[src/rtl/ahb_pkg.sv]
// Shared AHB encodings, burst-master state enum and command legality check.
package ahb_pkg;

    typedef enum logic [1:0] {
        TR_IDLE   = 2'b00,
        TR_BUSY   = 2'b01,
        TR_NONSEQ = 2'b10,
        TR_SEQ    = 2'b11
    } htrans_e;

    typedef enum logic [2:0] {
        BURST_SINGLE = 3'b000,
        BURST_INCR   = 3'b001
    } hburst_e;

    typedef enum logic [2:0] {
        SIZE_BYTE = 3'b000,
        SIZE_HALF = 3'b001,
        SIZE_WORD = 3'b010
    } hsize_e;

    typedef enum logic [2:0] {
        S_IDLE,
        S_ADDR,
        S_BURST,
        S_LAST,
        S_ERR
    } state_e;

    // A command is rejected if too wide, too long or misaligned for its size.
    function automatic logic cmd_bad(
        input logic [2:0] size,
        input logic [4:0] len,
        input logic [1:0] lo,
        input int         max_beats
    );
        logic mis;
        mis = (size == SIZE_HALF && lo[0]) ||
              (size == SIZE_WORD && lo != 2'b00);
        return (size > SIZE_WORD) || (int'(len) + 1 > max_beats) || mis;
    endfunction

endpackage

[src/rtl/ahb_addr_gen.sv]
// Next-beat address for an incrementing burst and 1 KB boundary detection.
module ahb_addr_gen
    import ahb_pkg::*;
#(
    parameter int ADDR_W = 32
) (
    input  logic [ADDR_W-1:0] addr,
    input  logic [2:0]        size,
    output logic [ADDR_W-1:0] addr_nxt,
    output logic              cross_1k
);

    assign addr_nxt = addr + (ADDR_W'(1) << size);
    assign cross_1k = (addr_nxt[9:0] == 10'd0);

endmodule

[src/rtl/ahb_burst_master.sv]
// AHB-Lite burst master: one command in, SINGLE/INCR burst out.
// AHB_BURST_MASTER_BUSY_EN: write-data stalls show BUSY instead of IDLE+NONSEQ.
module ahb_burst_master
    import ahb_pkg::*;
#(
    parameter int MAX_BEATS = 16,
    parameter int ADDR_W    = 32
) (
    input  logic              HCLK,
    input  logic              HRESETn,
    input  logic              cmd_valid,
    output logic              cmd_ready,
    input  logic              cmd_write,
    input  logic [ADDR_W-1:0] cmd_addr,
    input  logic [2:0]        cmd_size,
    input  logic [4:0]        cmd_len,
    input  logic              wdata_valid,
    output logic              wdata_ready,
    input  logic [31:0]       wdata,
    output logic              rdata_valid,
    output logic [31:0]       rdata,
    output logic              done,
    output logic              err,
    output logic [ADDR_W-1:0] HADDR,
    output logic              HWRITE,
    output logic [2:0]        HSIZE,
    output logic [2:0]        HBURST,
    output logic [1:0]        HTRANS,
    output logic [31:0]       HWDATA,
    input  logic              HREADY,
    input  logic              HRESP,
    input  logic [31:0]       HRDATA
);

    localparam int CW = $clog2(MAX_BEATS) + 1;

`ifdef AHB_BURST_MASTER_BUSY_EN
    localparam htrans_e STALL_TR = TR_BUSY;
`else
    localparam htrans_e STALL_TR = TR_IDLE;
`endif

    state_e            state, state_nxt;
    htrans_e           tr, tr_raw, tr_hold_q;
    logic              bad_q, hold_q, dph_q, nseq_q;
    logic [4:0]        len_q;
    logic [CW-1:0]     cnt_q;
    logic [ADDR_W-1:0] addr_nxt;
    logic              cross_1k, bad_w, hs, fire, last, err_in, wok;

    ahb_addr_gen #(.ADDR_W(ADDR_W)) u_addr_gen (
        .addr     (HADDR),
        .size     (HSIZE),
        .addr_nxt (addr_nxt),
        .cross_1k (cross_1k)
    );

    assign bad_w  = cmd_bad(cmd_size, cmd_len, cmd_addr[1:0], MAX_BEATS);
    assign hs     = cmd_valid && cmd_ready;
    assign last   = (cnt_q == CW'(len_q));
    assign err_in = HRESP && dph_q;
    assign wok    = !HWRITE || wdata_valid;
    assign HTRANS = tr;

    always_ff @(posedge HCLK or negedge HRESETn) begin
        if (!HRESETn) state <= S_IDLE;
        else          state <= state_nxt;
    end

    always_comb begin
        state_nxt = state;
        unique case (state)
            S_IDLE:  if (cmd_valid) state_nxt = S_ADDR;
            S_ADDR: begin
                if (bad_q)     state_nxt = S_IDLE;
                else if (fire) state_nxt = last ? S_LAST : S_BURST;
            end
            S_BURST: begin
                if (err_in)            state_nxt = S_ERR;
                else if (fire && last) state_nxt = S_LAST;
            end
            S_LAST: begin
                if (err_in)      state_nxt = S_ERR;
                else if (HREADY) state_nxt = S_IDLE;
            end
            S_ERR:   if (HREADY) state_nxt = S_IDLE;
            default: state_nxt = S_IDLE;
        endcase
    end

    always_comb begin
        tr_raw = TR_IDLE;
        unique case (state)
            S_ADDR:  if (!bad_q && wok) tr_raw = TR_NONSEQ;
            S_BURST: begin
                if (wok) tr_raw = nseq_q ? TR_NONSEQ : TR_SEQ;
                else     tr_raw = STALL_TR;
            end
            default: tr_raw = TR_IDLE;
        endcase
        // A transfer shown while the slave stalled must be repeated unchanged.
        if (hold_q && (state == S_ADDR || state == S_BURST)) tr = tr_hold_q;
        else                                                  tr = tr_raw;
        fire        = (tr == TR_NONSEQ || tr == TR_SEQ) && HREADY && !err_in;
        cmd_ready   = (state == S_IDLE);
        wdata_ready = fire && HWRITE;
        rdata_valid = dph_q && !HWRITE && HREADY && !HRESP;
        rdata       = rdata_valid ? HRDATA : 32'd0;
        err         = (state == S_ADDR && bad_q) || (state == S_ERR && HREADY);
        done        = err || (state == S_LAST && HREADY && !HRESP);
    end

    always_ff @(posedge HCLK or negedge HRESETn) begin
        if (!HRESETn) begin
            HADDR     <= '0;
            HWRITE    <= 1'b0;
            HSIZE     <= 3'd0;
            HBURST    <= 3'd0;
            HWDATA    <= 32'd0;
            bad_q     <= 1'b0;
            len_q     <= 5'd0;
            cnt_q     <= '0;
            nseq_q    <= 1'b0;
            hold_q    <= 1'b0;
            tr_hold_q <= TR_IDLE;
            dph_q     <= 1'b0;
        end else begin
            hold_q    <= !HREADY;
            tr_hold_q <= tr;
            if (HREADY) dph_q <= fire;
            if (hs) begin
                bad_q  <= bad_w;
                len_q  <= cmd_len;
                cnt_q  <= '0;
                nseq_q <= 1'b0;
                if (!bad_w) begin
                    HADDR  <= cmd_addr;
                    HWRITE <= cmd_write;
                    HSIZE  <= cmd_size;
                    HBURST <= (cmd_len == 5'd0) ? BURST_SINGLE : BURST_INCR;
                end
            end else if (fire) begin
                if (HWRITE) HWDATA <= wdata;
                if (!last) begin
                    cnt_q  <= cnt_q + CW'(1);
                    HADDR  <= addr_nxt;
                    nseq_q <= cross_1k;
                end
            end else if (state == S_BURST && tr == TR_IDLE) begin
                nseq_q <= 1'b1;
            end
        end
    end

endmodule
[config.mk]
export PLATFORM = sky130hd
export DESIGN_NAME = ahb_burst_master
export DESIGN_NICKNAME = d
export VERILOG_FILES = /design/src/rtl/ahb_pkg.sv /design/src/rtl/ahb_addr_gen.sv /design/src/rtl/ahb_burst_master.sv
export SDC_FILE = /design/constraint.sdc
export NUM_CORES = 1
export LEC_CHECK = 0
export ABC_AREA = 1
export CORE_MARGIN = 2
export CORE_UTILIZATION = 45
export DETAILED_ROUTE_END_ITERATION = 7
export PLACE_DENSITY_LB_ADDON = 0.25
export SKIP_CTS_REPAIR_TIMING = 1
export SYNTH_ARGS = -nofsm -noshare
export SYNTH_HDL_FRONTEND = slang
export SYNTH_SLANG_ARGS = --single-unit
[constraint.sdc]
create_clock -name HCLK -period 3.2 [get_ports HCLK]
set_clock_uncertainty 0.15 [all_clocks]
set_input_delay 0.64 -clock HCLK [delete_from_list [all_inputs] [get_ports HCLK]]
set_output_delay 0.64 -clock HCLK [all_outputs]
set_load 0.005 [all_outputs]
==> results.txt <==
Worst skew pair latency = 0.35 ns
DRC = 0
Worst setup path start = HREADY
Worst Tran Pin Value = 0.609 ns
Die Wd = 117 um
Synth-to-layout area growth = 48.3%
Ranking of synthesized cells by area = dfrtp_1, nand2_1, inv_1
Vias = 6272
Rows = 41
TritonRoute pass-1 iters = 6
Crit path kind = in -> out
Period utilization = 0.973
Share of flip-flops with an asynchronous set or reset = 1.00
Fin cells = 1275
Path depth of the worst reg2reg path = 13
Critical-path maximum fanout = 2
H-tree depth = 3
Global-route wire length before repair = 28100 um
Final setup violation count = 0
Number of synthesized register bits = 88
Comb power frac = 0.514
Req. time, crit path = 2.41 ns
CTS clk-pin slew, worst paths = 0.07 ns
Arrival time worst endpoint = 2.32 ns
R2R Setup Slk = 0.45 ns
Placed cell count = 1258
Min Tclk post-route = 3.11 ns
Area share of the largest cell type after synthesis = 0.385
Lkg Pwr = 4.83 nW
Antenna-violating nets left = 0
Filler cells = 1107
Sw Ratio = 0.416
CORE AREA = 12500 um^2
Syn_area_per_cell = 6.49 um^2
Die height = 117 um
Die area = 13600 um^2
GRT overflow = 0
Post-Syn Area = 5720 um^2
Initial antenna violation count = 1
RR Startpoint = state[2]
Setup crit start kind = input port
Fmax = 0.321 GHz
Slew Limit Fails = 0
Post-Syn Instances = 882
CTS Root Cell = clkbuf_16
Core Util, Final = 0.678
Worst setup margin = 0.0852 ns
Total track usage = 0.265
Net Sw Power = 2.78 mW
Fin nets = 1218
DR WL/cell = 14.3 um
Status = finished clean
Share of layout cells above drive strength 1 = 0.0517
Internal = 3.91 mW
Fin. Hold Viols = 0
Global placer's final weighted congestion = 0.918
Yosys cell types = 37
Number of synthesized flops with an enable pin = 0
Max Buffers Root-to-Sink = 2
Starting Density = 0.457
Yosys warnings = 0
Post-synth top area cell = dfrtp_1
Clk sink count = 88
Vias in the first global route = 5829
Initial DRC count = 397
Max IR drop VDD = 0.397 mV
# IOs = 221
Sequential power share = 0.313
Reg2reg end = HADDR[5]
CTS tree = yes
Worst slew margin = 0.594
Tot Pwr = 6.68 mW
Max Cap Viol = 0
Hold Crit Class = in -> async
Critical path destination = rdata[31]
Num CTS Buffers = 9
Dpl hpwl = 13700 um
Register area share after synthesis = 0.385
Clock Power Share = 0.173
Kind of end point of the critical path = output pin
Total routed wirelength = 18200 um
Setup WS pre-CTS = -0.179 ns
Port Buffer Count = 218
Vias/cell = 4.92
PwrDens = 788 nW/um^2
Largest net degree at the start of global routing = 55
Synth Flop Type = dfrtp_1
registers in the layout (all words and copies together) (netlist names):
signal and cells:
len_q 5, HADDR 32, HBURST 1, HWRITE 1, cnt_q 5, HSIZE 3
hold_q 1, state 3, tr_hold_q 2, HWDATA 32, nseq_q 1, dph_q 1
bad_q 1
critical path, stage by stage:
cell	delay (ns)
clkdlybuf4s50_1	0.49
inv_1	0.06
or2_2	0.31
nor3_4	0.14
inv_2	0.07
nor2_1	0.09
clkdlybuf4s50_1	0.52
area by class of cell:
cell class / count / area [um^2] / share of cell area
Antenna cell: 1 / 2.50 / 0.000295
Clock buffer: 10 / 229 / 0.0270
Clock inverter: 6 / 92.6 / 0.0109
Inverter: 129 / 484 / 0.0571
Multi-Input combinational cell: 640 / 2900 / 0.341
Sequential cell: 88 / 2200 / 0.260
Tap cell: 172 / 215 / 0.0254
Timing Repair Buffer: 229 / 2360 / 0.279
Yosys cell counts, types with 3 or more instances:
| cell | n |
|---|---|
| buf_6 | 5 |
| inv_2 | 7 |
| nand4_1 | 12 |
| nor3_1 | 21 |
| xor2_1 | 6 |
| ha_1 | 9 |
| buf_2 | 7 |
| inv_1 | 122 |
| buf_4 | 3 |
| nor2_1 | 72 |
| or2_2 | 13 |
| nand3b_1 | 5 |
| dfrtp_1 | 88 |
| a21oi_1 | 5 |
| clkbuf_1 | 10 |
| o21ai_1 | 9 |
| nand2_1 | 368 |
| o21ai_0 | 23 |
| nand3_1 | 73 |
| nand2_2 | 3 |
stage by stage:
stage / TNS [ns] / hold slack (ns) / area [um^2]
finish: 0 / 0.0930 / 8490
global route: -0.0171 / 0.134 / 8490
CTS: -4.28 / 0.111 / 8390
detailed placement: -4.32 / 0.314 / 8070
global placement: -2.94 / 0.311 / 8070
floorplan: 0 / 0.194 / 5730
placed cells by master (no fill, tap or decap), types with 6 or more instances in the layout:
cell type / instances
buf_4: 10
clkbuf_16: 9
clkdlybuf4s50_1: 186
dfrtp_1: 88
dlymetal6s2s_1: 31
ha_1: 9
inv_1: 121
inv_2: 8
nand2_1: 368
nand3_1: 73
nand4_1: 12
nor2_1: 72
nor3_1: 20
o21ai_0: 23
o21ai_1: 9
or2_2: 13
xor2_1: 6
layer usage:
| layer | vias up | wire [um] | part of all wire | track usage |
|---|---|---|---|---|
| met3 | 41 | 1710 | 0.094 | 0.0799 |
| li1 | 3133 | - | - | - |
| met1 | 2854 | 7390 | 0.41 | 0.325 |
| met5 | - | 0 | 0 | 0 |
| met4 | 0 | 567 | 0.031 | 0.128 |
| met2 | 244 | 8510 | 0.47 | 0.427 |
how the worst min path moves through the flow:
stage                     from          to  slack, ns  depth (start not counted)
floorplan              HRESETn    HADDR[0]       0.19                          0
global placement    HWDATA[15]  HWDATA[15]       0.31                          2
detailed placement  HWDATA[16]  HWDATA[16]       0.31                          2
CTS                    HRESETn    HADDR[1]       0.11                          1
global route           HRESETn    HADDR[1]       0.13                          1
finish                 HRESETn    HADDR[1]       0.09                          1
logic make-up (layout without fill, tap and decap cells):
group	count (synthesis)	in the layout	synth area share
fa+ha+maj	10	10	0.0232
simple gates	575	575	0.425
compound gates	45	45	0.0426
xor+xnor	8	8	0.0122
other cells	1	3	0.000655
flops	88	88	0.385
buf+inv	155	374	0.112
power by group through the flow:
stage / logic [mW] / clock network (mW) / registers, mW
4_1_cts: 3.46 / 1.17 / 2.09
6_report: 3.44 / 1.15 / 2.09
3_5_place_dp: 3.44 / 0 / 2.09
2_1_floorplan: 2.00 / 0 / 2.01
3_3_place_gp: 3.37 / 0 / 2.09
5_1_grt: 3.89 / 1.23 / 2.16
No activity file was read; power rests on OpenSTA's default activity.
